### src/rtl/pwm_pkg.sv
// Shared constants for the PWM bank: ui_in field positions, default geometry
// and the register-select encoding.
package pwm_pkg;

    localparam int UI_WR_BIT   = 7;
    localparam int UI_SEL_BIT  = 6;
    localparam int UI_RD_BIT   = 5;
    localparam int UI_ADDR_LSB = 0;
    localparam int UI_ADDR_W   = 3;

    localparam int DEF_NCH   = 8;
    localparam int DEF_WIDTH = 8;

    typedef enum logic {
        SEL_DUTY  = 1'b0,
        SEL_PRESC = 1'b1
    } sel_e;

endpackage

### src/rtl/pwm_channel.sv
// One PWM channel: shadow duty register, active duty register loaded on the
// period wrap, comparator against the shared counter and a registered output.
module pwm_channel
    import pwm_pkg::*;
#(
    parameter int WIDTH = DEF_WIDTH
) (
    input  logic             clk,
    input  logic             rst_n,
    input  logic             ena,
    input  logic             wr_en,
    input  logic [WIDTH-1:0] wr_data,
    input  logic             wrap,
    input  logic [WIDTH-1:0] cnt,
    output logic [WIDTH-1:0] shadow_o,
    output logic             pwm_o
);

    localparam logic [WIDTH-1:0] DUTY_MAX = '1;

    logic [WIDTH-1:0] shadow_q, shadow_d;
    logic [WIDTH-1:0] active_q, active_d;
    logic             pwm_q, pwm_d;

    always_comb begin
        shadow_d = wr_en ? wr_data : shadow_q;
        // A write landing on the wrap cycle is taken straight into the active copy.
        active_d = wrap ? shadow_d : active_q;
        pwm_d    = ena && ((active_q == DUTY_MAX) || (cnt < active_q));
    end

    always_ff @(posedge clk or negedge rst_n) begin
        if (!rst_n) begin
            shadow_q <= '0;
            active_q <= '0;
            pwm_q    <= 1'b0;
        end else begin
            shadow_q <= shadow_d;
            active_q <= active_d;
            pwm_q    <= pwm_d;
        end
    end

    assign shadow_o = shadow_q;
    assign pwm_o    = pwm_q;

endmodule

### src/rtl/tt_um_pwm_bank.sv
// Bank of NCH PWM channels sharing a prescaler and period counter.
// Optional register readback on uio is built when PWM_READBACK_EN is defined.
module tt_um_pwm_bank
    import pwm_pkg::*;
#(
    parameter int NCH       = DEF_NCH,
    parameter int WIDTH     = DEF_WIDTH,
    parameter int RST_PRESC = 0
) (
    input  logic       clk,
    input  logic       rst_n,
    input  logic       ena,
    input  logic [7:0] ui_in,
    input  logic [7:0] uio_in,
    output logic [7:0] uo_out,
    output logic [7:0] uio_out,
    output logic [7:0] uio_oe
);

    localparam logic [WIDTH-1:0] CNT_MAX = '1;
    localparam logic [3:0]       NCH_L   = 4'(NCH);

    logic                 wr_q, wr_d;
    logic                 wr_pulse;
    logic [UI_ADDR_W-1:0] addr;
    sel_e                 sel;
    logic                 addr_ok;
    logic                 duty_wr;
    logic                 presc_wr;

    logic [7:0]       p_q, p_d;
    logic [7:0]       pc_q, pc_d;
    logic [WIDTH-1:0] cnt_q, cnt_d;
    logic             tick;
    logic             wrap;

    logic [WIDTH-1:0] shadow_all [NCH];
    logic [NCH-1:0]   pwm_vec;
    logic [NCH-1:0]   shadow_par;

    assign addr     = ui_in[UI_ADDR_LSB +: UI_ADDR_W];
    assign sel      = sel_e'(ui_in[UI_SEL_BIT]);
    assign addr_ok  = ({1'b0, addr} < NCH_L);
    assign wr_pulse = ui_in[UI_WR_BIT] && !wr_q;
    assign duty_wr  = wr_pulse && (sel == SEL_DUTY) && addr_ok;
    assign presc_wr = wr_pulse && (sel == SEL_PRESC);

    assign tick = ena && (pc_q == p_q);
    assign wrap = tick && (cnt_q == CNT_MAX);

    always_comb begin
        wr_d  = ui_in[UI_WR_BIT];
        p_d   = presc_wr ? uio_in : p_q;
        pc_d  = pc_q;
        // Tick is judged on the old divisor; a new divisor restarts the count.
        if (presc_wr) begin
            pc_d = '0;
        end else if (tick) begin
            pc_d = '0;
        end else if (ena) begin
            pc_d = pc_q + 8'd1;
        end
        cnt_d = tick ? (cnt_q + 1'b1) : cnt_q;
    end

    always_ff @(posedge clk or negedge rst_n) begin
        if (!rst_n) begin
            wr_q  <= 1'b0;
            p_q   <= 8'(RST_PRESC);
            pc_q  <= '0;
            cnt_q <= '0;
        end else begin
            wr_q  <= wr_d;
            p_q   <= p_d;
            pc_q  <= pc_d;
            cnt_q <= cnt_d;
        end
    end

    genvar gi;
    generate
        for (gi = 0; gi < NCH; gi++) begin : g_ch
            pwm_channel #(
                .WIDTH (WIDTH)
            ) u_ch (
                .clk      (clk),
                .rst_n    (rst_n),
                .ena      (ena),
                .wr_en    (duty_wr && (addr == UI_ADDR_W'(gi))),
                .wr_data  (uio_in[WIDTH-1:0]),
                .wrap     (wrap),
                .cnt      (cnt_q),
                .shadow_o (shadow_all[gi]),
                .pwm_o    (pwm_vec[gi])
            );
            assign shadow_par[gi] = ^shadow_all[gi];
        end
    endgenerate

    always_comb begin
        uo_out          = '0;
        uo_out[NCH-1:0] = pwm_vec;
    end

`ifdef PWM_READBACK_EN
    logic       rd_active;
    logic [7:0] rd_data;
    logic [7:0] uio_out_q, uio_out_d;
    logic [7:0] uio_oe_q, uio_oe_d;

    assign rd_active = ui_in[UI_RD_BIT] && !ui_in[UI_WR_BIT];

    always_comb begin
        rd_data = '0;
        if (sel == SEL_PRESC) begin
            rd_data = p_q;
        end else if (addr_ok) begin
            rd_data[WIDTH-1:0] = shadow_all[addr];
        end
        uio_out_d = rd_active ? rd_data : 8'h00;
        uio_oe_d  = rd_active ? 8'hFF : 8'h00;
    end

    always_ff @(posedge clk or negedge rst_n) begin
        if (!rst_n) begin
            uio_out_q <= '0;
            uio_oe_q  <= '0;
        end else begin
            uio_out_q <= uio_out_d;
            uio_oe_q  <= uio_oe_d;
        end
    end

    assign uio_out = uio_out_q;
    assign uio_oe  = uio_oe_q;

    wire unused_ok = &{1'b0, ui_in[4:3], shadow_par};
`else
    assign uio_out = 8'h00;
    assign uio_oe  = 8'h00;

    wire unused_ok = &{1'b0, ui_in[5:3], shadow_par};
`endif

endmodule
### config.mk
export PLATFORM = sky130hd
export DESIGN_NAME = tt_um_pwm_bank
export DESIGN_NICKNAME = d
export VERILOG_FILES = /design/src/rtl/pwm_pkg.sv /design/src/rtl/pwm_channel.sv /design/src/rtl/tt_um_pwm_bank.sv
export SDC_FILE = /design/constraint.sdc
export NUM_CORES = 1
export LEC_CHECK = 0
export ABC_AREA = 1
export CORE_MARGIN = 2
export CORE_UTILIZATION = 35
export DETAILED_ROUTE_END_ITERATION = 12
export PLACE_DENSITY = 0.54
export SETUP_SLACK_MARGIN = 0.05
export SLEW_MARGIN = 5
export SYNTH_ARGS = -nofsm -noshare
export SYNTH_HDL_FRONTEND = slang
export SYNTH_SLANG_ARGS = --single-unit
### constraint.sdc
create_clock -name clk -period 4.87 [get_ports clk]
set_input_delay 0.974 -clock clk [delete_from_list [all_inputs] [get_ports clk]]
set_output_delay 0.974 -clock clk [all_outputs]
set_load 0.1 [all_outputs]
======== After elaboration in Yosys (flattened, before gate mapping) ========
Cells that the tools add are included.
word-level totals
  flip-flop bits (word level) ............. 161
  word-level logic and storage cells ...... 99
cells by class
  $add $sub $neg .......................... 2
  reductions and logical operators ........ 32
  $lt $le $gt $ge ......................... 8
  equality and inequality tests ........... 17
  muxes and demuxes ....................... 11
  bitwise operators ....................... 1
operators with widths
  operator                                              count
  2-to-1 mux 8 bit                                      11
  equality test 8 bit (second input constant)           9
  < comparator 8 bit                                    8
  logical AND 1 bit                                     21
  adder 8 x 1 -> 8 bit (second input constant)          2
  equality test 3 bit (second input constant)           4
  equality test 8 bit                                   1
  logical OR 1 bit                                      8
  equality test 3 x 2 -> 1 bit (second input constant)  2
  equality test 3 x 1 -> 1 bit (second input constant)  1
  logical NOT 3 bit                                     1
  nonzero test 3 bit                                    1
  logical NOT 1 bit                                     1
  inverter 1 bit                                        1

======== Logic depth before layout (Yosys ltp) ========
  depth after elaboration ................. 5
  mapped depth ............................ 10
  mapped depth without buffers ............ 9

======== Modules after synthesis ========
Synthesis repeated with hierarchy kept, for this count alone.
unflattened totals
  cells, all modules ...................... 881
  area, all modules ....................... 8464.4 µm²
by module, submodules not included
  module          times used  cells each  area each (µm²)
  pwm_channel     8           82          852.1
  tt_um_pwm_bank  1           225         1647.8

======== Least setup slack after synthesis ========
OpenSTA, ideal clock, no wires.
  path kind ............................... input to register
  from .................................... input port ui_in[2]
  to ...................................... register g_ch[7].u_ch.active_q[0]
  setup time .............................. 117 ps
  data arrival time ....................... 1903 ps
  path slack .............................. 2850 ps
  stages .................................. 8
  path through ............................ buf_4 -> inv_2 -> nor2_2 -> nand2_1 -> nand2_1 -> nand2_1 -> nand4_1 -> nand2_1
between the ends
  word-level cells in the longest chain between the ends .. 3
ends and longest elaborated chain
  what                          line                  text
  start: declaration            tt_um_pwm_bank.sv:13  input logic [7:0] ui_in,
  equality test 3 bit           tt_um_pwm_bank.sv:89  .wr_en (duty_wr && (addr == UI_ADDR_W'(gi))),
  logical AND 1 bit             tt_um_pwm_bank.sv:89
  2-to-1 mux 8 bit              pwm_channel.sv:26     shadow_d = wr_en ? wr_data : shadow_q;
  via g_ch[7].u_ch.shadow_d[0]  pwm_channel.sv:21     logic [WIDTH-1:0] shadow_q, shadow_d;
  end signal: assignment        pwm_channel.sv:39     active_q <= active_d;
  end: declaration              pwm_channel.sv:22     logic [WIDTH-1:0] active_q, active_d;
The timed path passes the listed nets, and every way through them passes these cells.
A chain may end at the register's enable or synchronous reset.

======== Worst setup path after layout ========
  from .................................... register g_ch[6].u_ch.pwm_q
  to ...................................... output port uo_out[6]
RTL lines
  what                      line                  text
  start: declaration        pwm_channel.sv:23     logic pwm_q, pwm_d;
  start signal: assignment  pwm_channel.sv:40     pwm_q <= pwm_d;
  end: declaration          tt_um_pwm_bank.sv:15  output logic [7:0] uo_out,
No word-level cell between the ends.

==> flow_metrics.py <==
metrics = {
    "status": {
        "status": "completed",
    },
    "sta": {
        "tns_ns": 0,
        "clock_skew_ns": 0.01333,
        "grt_setup_unrepaired": "no",
        "timing.final.crit_period_ns": 2.868,
        "setup_viol": 0,
        "worst_pin_slew_ns": 0.9880,
        "fin_crit_sh_pct": 58.90,
        "whs_ns": 0.4708,
        "fmax_ghz": 0.3486,
        "hold_violations": 0,
        "max_slew_margin_pct": 33.93,
        "slew_violations": 0,
    },
    "cts": {
        "cts_num_sinks": 161,
        "cts.clk_slew.worst_paths_ns": 0.06,
        "clockRootBuffer": "clkbuf_16",
        "cts.path.max_buffers": 2,
        "post_cts_buffers": 0,
        "clock_latency_ns": 0.43,
        "cts_made_buffers": 17,
        "cts_tree": "done",
        "hold_buffers": 0,
        "cts_resized": 0,
        "htree_levels": 4,
    },
    "cells_and_area": {
        "drive_gt1_share_pct": 5.819,
        "final_nets": 1181,
        "area_delta_synth_final_pct": 11.30,
        "nFillCells": 2496,
        "layout_commonest_cell": "nand2_1",
        "multi_input_area_sq_mm": 0.003936,
        "antenna-diode-count": 0,
        "final_cell_mix": "nand2_1, dfrtp_1, inv_1",
        "regArea_sq_mm": 0.004029,
    },
    "floorplanning": {
        "num_rows": 57,
        "die_area_sq_mm": 0.02636,
        "start_util_pct": 35.88,
        "die_h_microns": 162.4,
        "core_sq_mm": 0.02446,
        "io-pin-count": 43,
        "die_width_microns": 162.4,
    },
    "grt": {
        "antenna_found_initial": 0,
        "grt_usage_pct": 17.98,
        "overflow": 0,
        "grt_max_degree": 96,
        "grt_pass1_wl_microns": 36630,
        "grt_pass1_vias": 6871,
    },
    "critical_path": {
        "worstSetupPathType": "register to output pin",
        "crit_arrival_ns": 1.89,
        "path_cells": "clkdlybuf4s50_1",
        "crit_end": "uo_out[6]",
        "cpMaxStageDelayCell": "clkdlybuf4s50_1",
        "crit_family": "buffers and inverters",
        "startpoint": "g_ch[6].u_ch.pwm_o",
        "worstPathRequired_ns": 3.90,
        "cpPeakStageDelay_ns": 1.13,
        "r2r_start": "cnt_q[1]",
        "cp.depth": 1,
        "ff2ff_path_depth": 6,
        "worst-path-buf-inv": 1,
        "reg2reg_to": "g_ch[3].u_ch.active_q[0]",
        "r2r_slack_ns": 2.06,
        "worstSetupEndpointType": "output pin",
        "cp_max_fo": 1,
        "startpoint_type": "register",
    },
    "detailed_routing": {
        "viasPerCell": 4.846,
        "ant_nets": 0,
        "drt_iter0_drc": 350,
        "drt_wl_total_microns": 22290,
        "drc": 0,
        "vias": 6983,
        "first_pass_iters": 5,
        "wire_per_inst_microns": 15.47,
    },
    "yosys": {
        "synthesis.instances": 1106,
        "synthMuxAreaShare_pct": 0,
        "yosysWarnings": 0,
        "synth_simple_gate_area_share_pct": 32.09,
        "async_flop_share_pct": 100.0,
        "synth_xor_area_share_pct": 0.9979,
        "synth_compound_area_share_pct": 2.651,
        "post_synth_num_cell_types": 30,
        "synth_top_family_by_area": "simple AND/OR/NAND/NOR gates",
        "seq_area_frac_synth_pct": 45.90,
        "avgSynthCellArea_sq_um": 7.936,
        "ys_ff_latch": 161,
        "synth_area_sq_mm": 0.008777,
        "synthAdderAreaFrac_pct": 8.268,
        "synthFlopType": "dfrtp_1",
        "synth_edf_count": 0,
    },
    "power": {
        "irDropWorstVdd_mv": 0.2257,
        "cellPowerDensity_mw_per_mm2": 345.2,
        "power_leakage_nw": 5.103,
    },
    "placement": {
        "dp_hpwl_microns": 13590,
        "place_congestion": 0.7831,
        "port_buffers": 23,
    },
    "min_path": {
        "min_path_type": "register to register",
        "min_path_cells": 2,
    },
    "job": {
        "maxCapViolCount": 0,
    },
}
==> metrics by stage <==
stage / setup slack [ns] / cells / total power, W / util (%) / cell area, sq um
6_report: 2.002 / 1441 / 0.003372 / 39.94 / 9769
5_1_grt: 1.847 / 1441 / 0.003533 / 39.94 / 9769
4_1_cts: 1.965 / 1441 / 0.003406 / 39.94 / 9769
3_5_place_dp: 1.713 / 1409 / 0.001907 / 37.27 / 9116
3_3_place_gp: 1.752 / 1409 / 0.001899 / 37.27 / 9116
2_1_floorplan: 2.850 / 1121 / 0.001796 / - / 8833
==> area by class of cell <==
cell class | count | share of cell area [%]
Tap cell | 324 | 4.150
Clock buffer | 19 | 4.534
Sequential cell | 161 | 41.24
Inverter | 113 | 4.342
Multi-Input combinational cell | 777 | 40.29
Timing Repair Buffer | 34 | 3.291
Clock inverter | 13 | 2.152
==> kinds of logic after synthesis <==
| logic type | after synthesis |
|---|---|
| and+or+nand+nor | 647 |
| other | 1 |
| adders and majority gates | 58 |
| AOI/OAI and AO/OA | 46 |
| DFF | 161 |
| buffers and inverters | 183 |
| xor gates and xnor gates | 10 |
==> worst min path at each step <==
stage,start,endpoint,slack (ns)
after global routing,g_ch[0].u_ch.shadow_o[7],g_ch[0].u_ch.shadow_o[7],0.48
after global placement,g_ch[3].u_ch.shadow_o[4],g_ch[3].u_ch.shadow_o[4],0.45
after floorplan,g_ch[0].u_ch.shadow_o[0],g_ch[0].u_ch.shadow_o[0],0.44
final,g_ch[0].u_ch.active_q[7],g_ch[0].u_ch.active_q[7],0.47
after detailed placement,g_ch[7].u_ch.shadow_o[4],g_ch[7].u_ch.shadow_o[4],0.46
after CTS,g_ch[6].u_ch.shadow_o[1],g_ch[6].u_ch.shadow_o[1],0.47
==> Yosys cell counts, drive strengths merged (12+ instances only) <==
library cell,n,area (sq um)
inv,112,420.4
a21oi,33,165.2
nor3,13,92.59
nand4,65,406.6
nor4,16,100.1
o21ai,12,60.05
clkbuf,16,60.06
buf,54,397.9
ha,58,725.7
dfrtp,161,4029
nor2,51,227.7
nand2,434,1634
nand3,67,347.8
==> layer usage <==
layer | track usage, % | share of wire [%] | routed length, microns
met4 | 4.867 | 1.1 | 247
met3 | 2.928 | 4.5 | 1014
met5 | 0 | 0 | 0
met1 | 24.86 | 48 | 10800
met2 | 29.38 | 46 | 10230
==> sequential cells by signal, summed over array words and instances, names as in the netlist <==
| register | flops |
|---|---|
| g_ch.u_ch.active_q | 64 |
| g_ch.u_ch.shadow_o | 64 |
| cnt_q | 8 |
| g_ch.u_ch.pwm_o | 8 |
| p_q | 8 |
| pc_q | 8 |
| wr_q | 1 |
==> tightest hold or removal path, delay by kind of cell, from the launching register on <==
| kind | cells | cell delay [ns] |
|---|---|---|
| flops | 1 | 0.34 |
| simple gates | 2 | 0.09 |
==> power breakdown <==
part / leakage (nW) / internal, W / switching (W)
logic: 2.64 / 0.0000947 / 0.000278
clock network: 0.313 / 0.000925 / 0.000567
registers: 2.15 / 0.00146 / 0.0000504
total: 5.10 / 0.00248 / 0.000895
(Power assumes the default switching activity.)
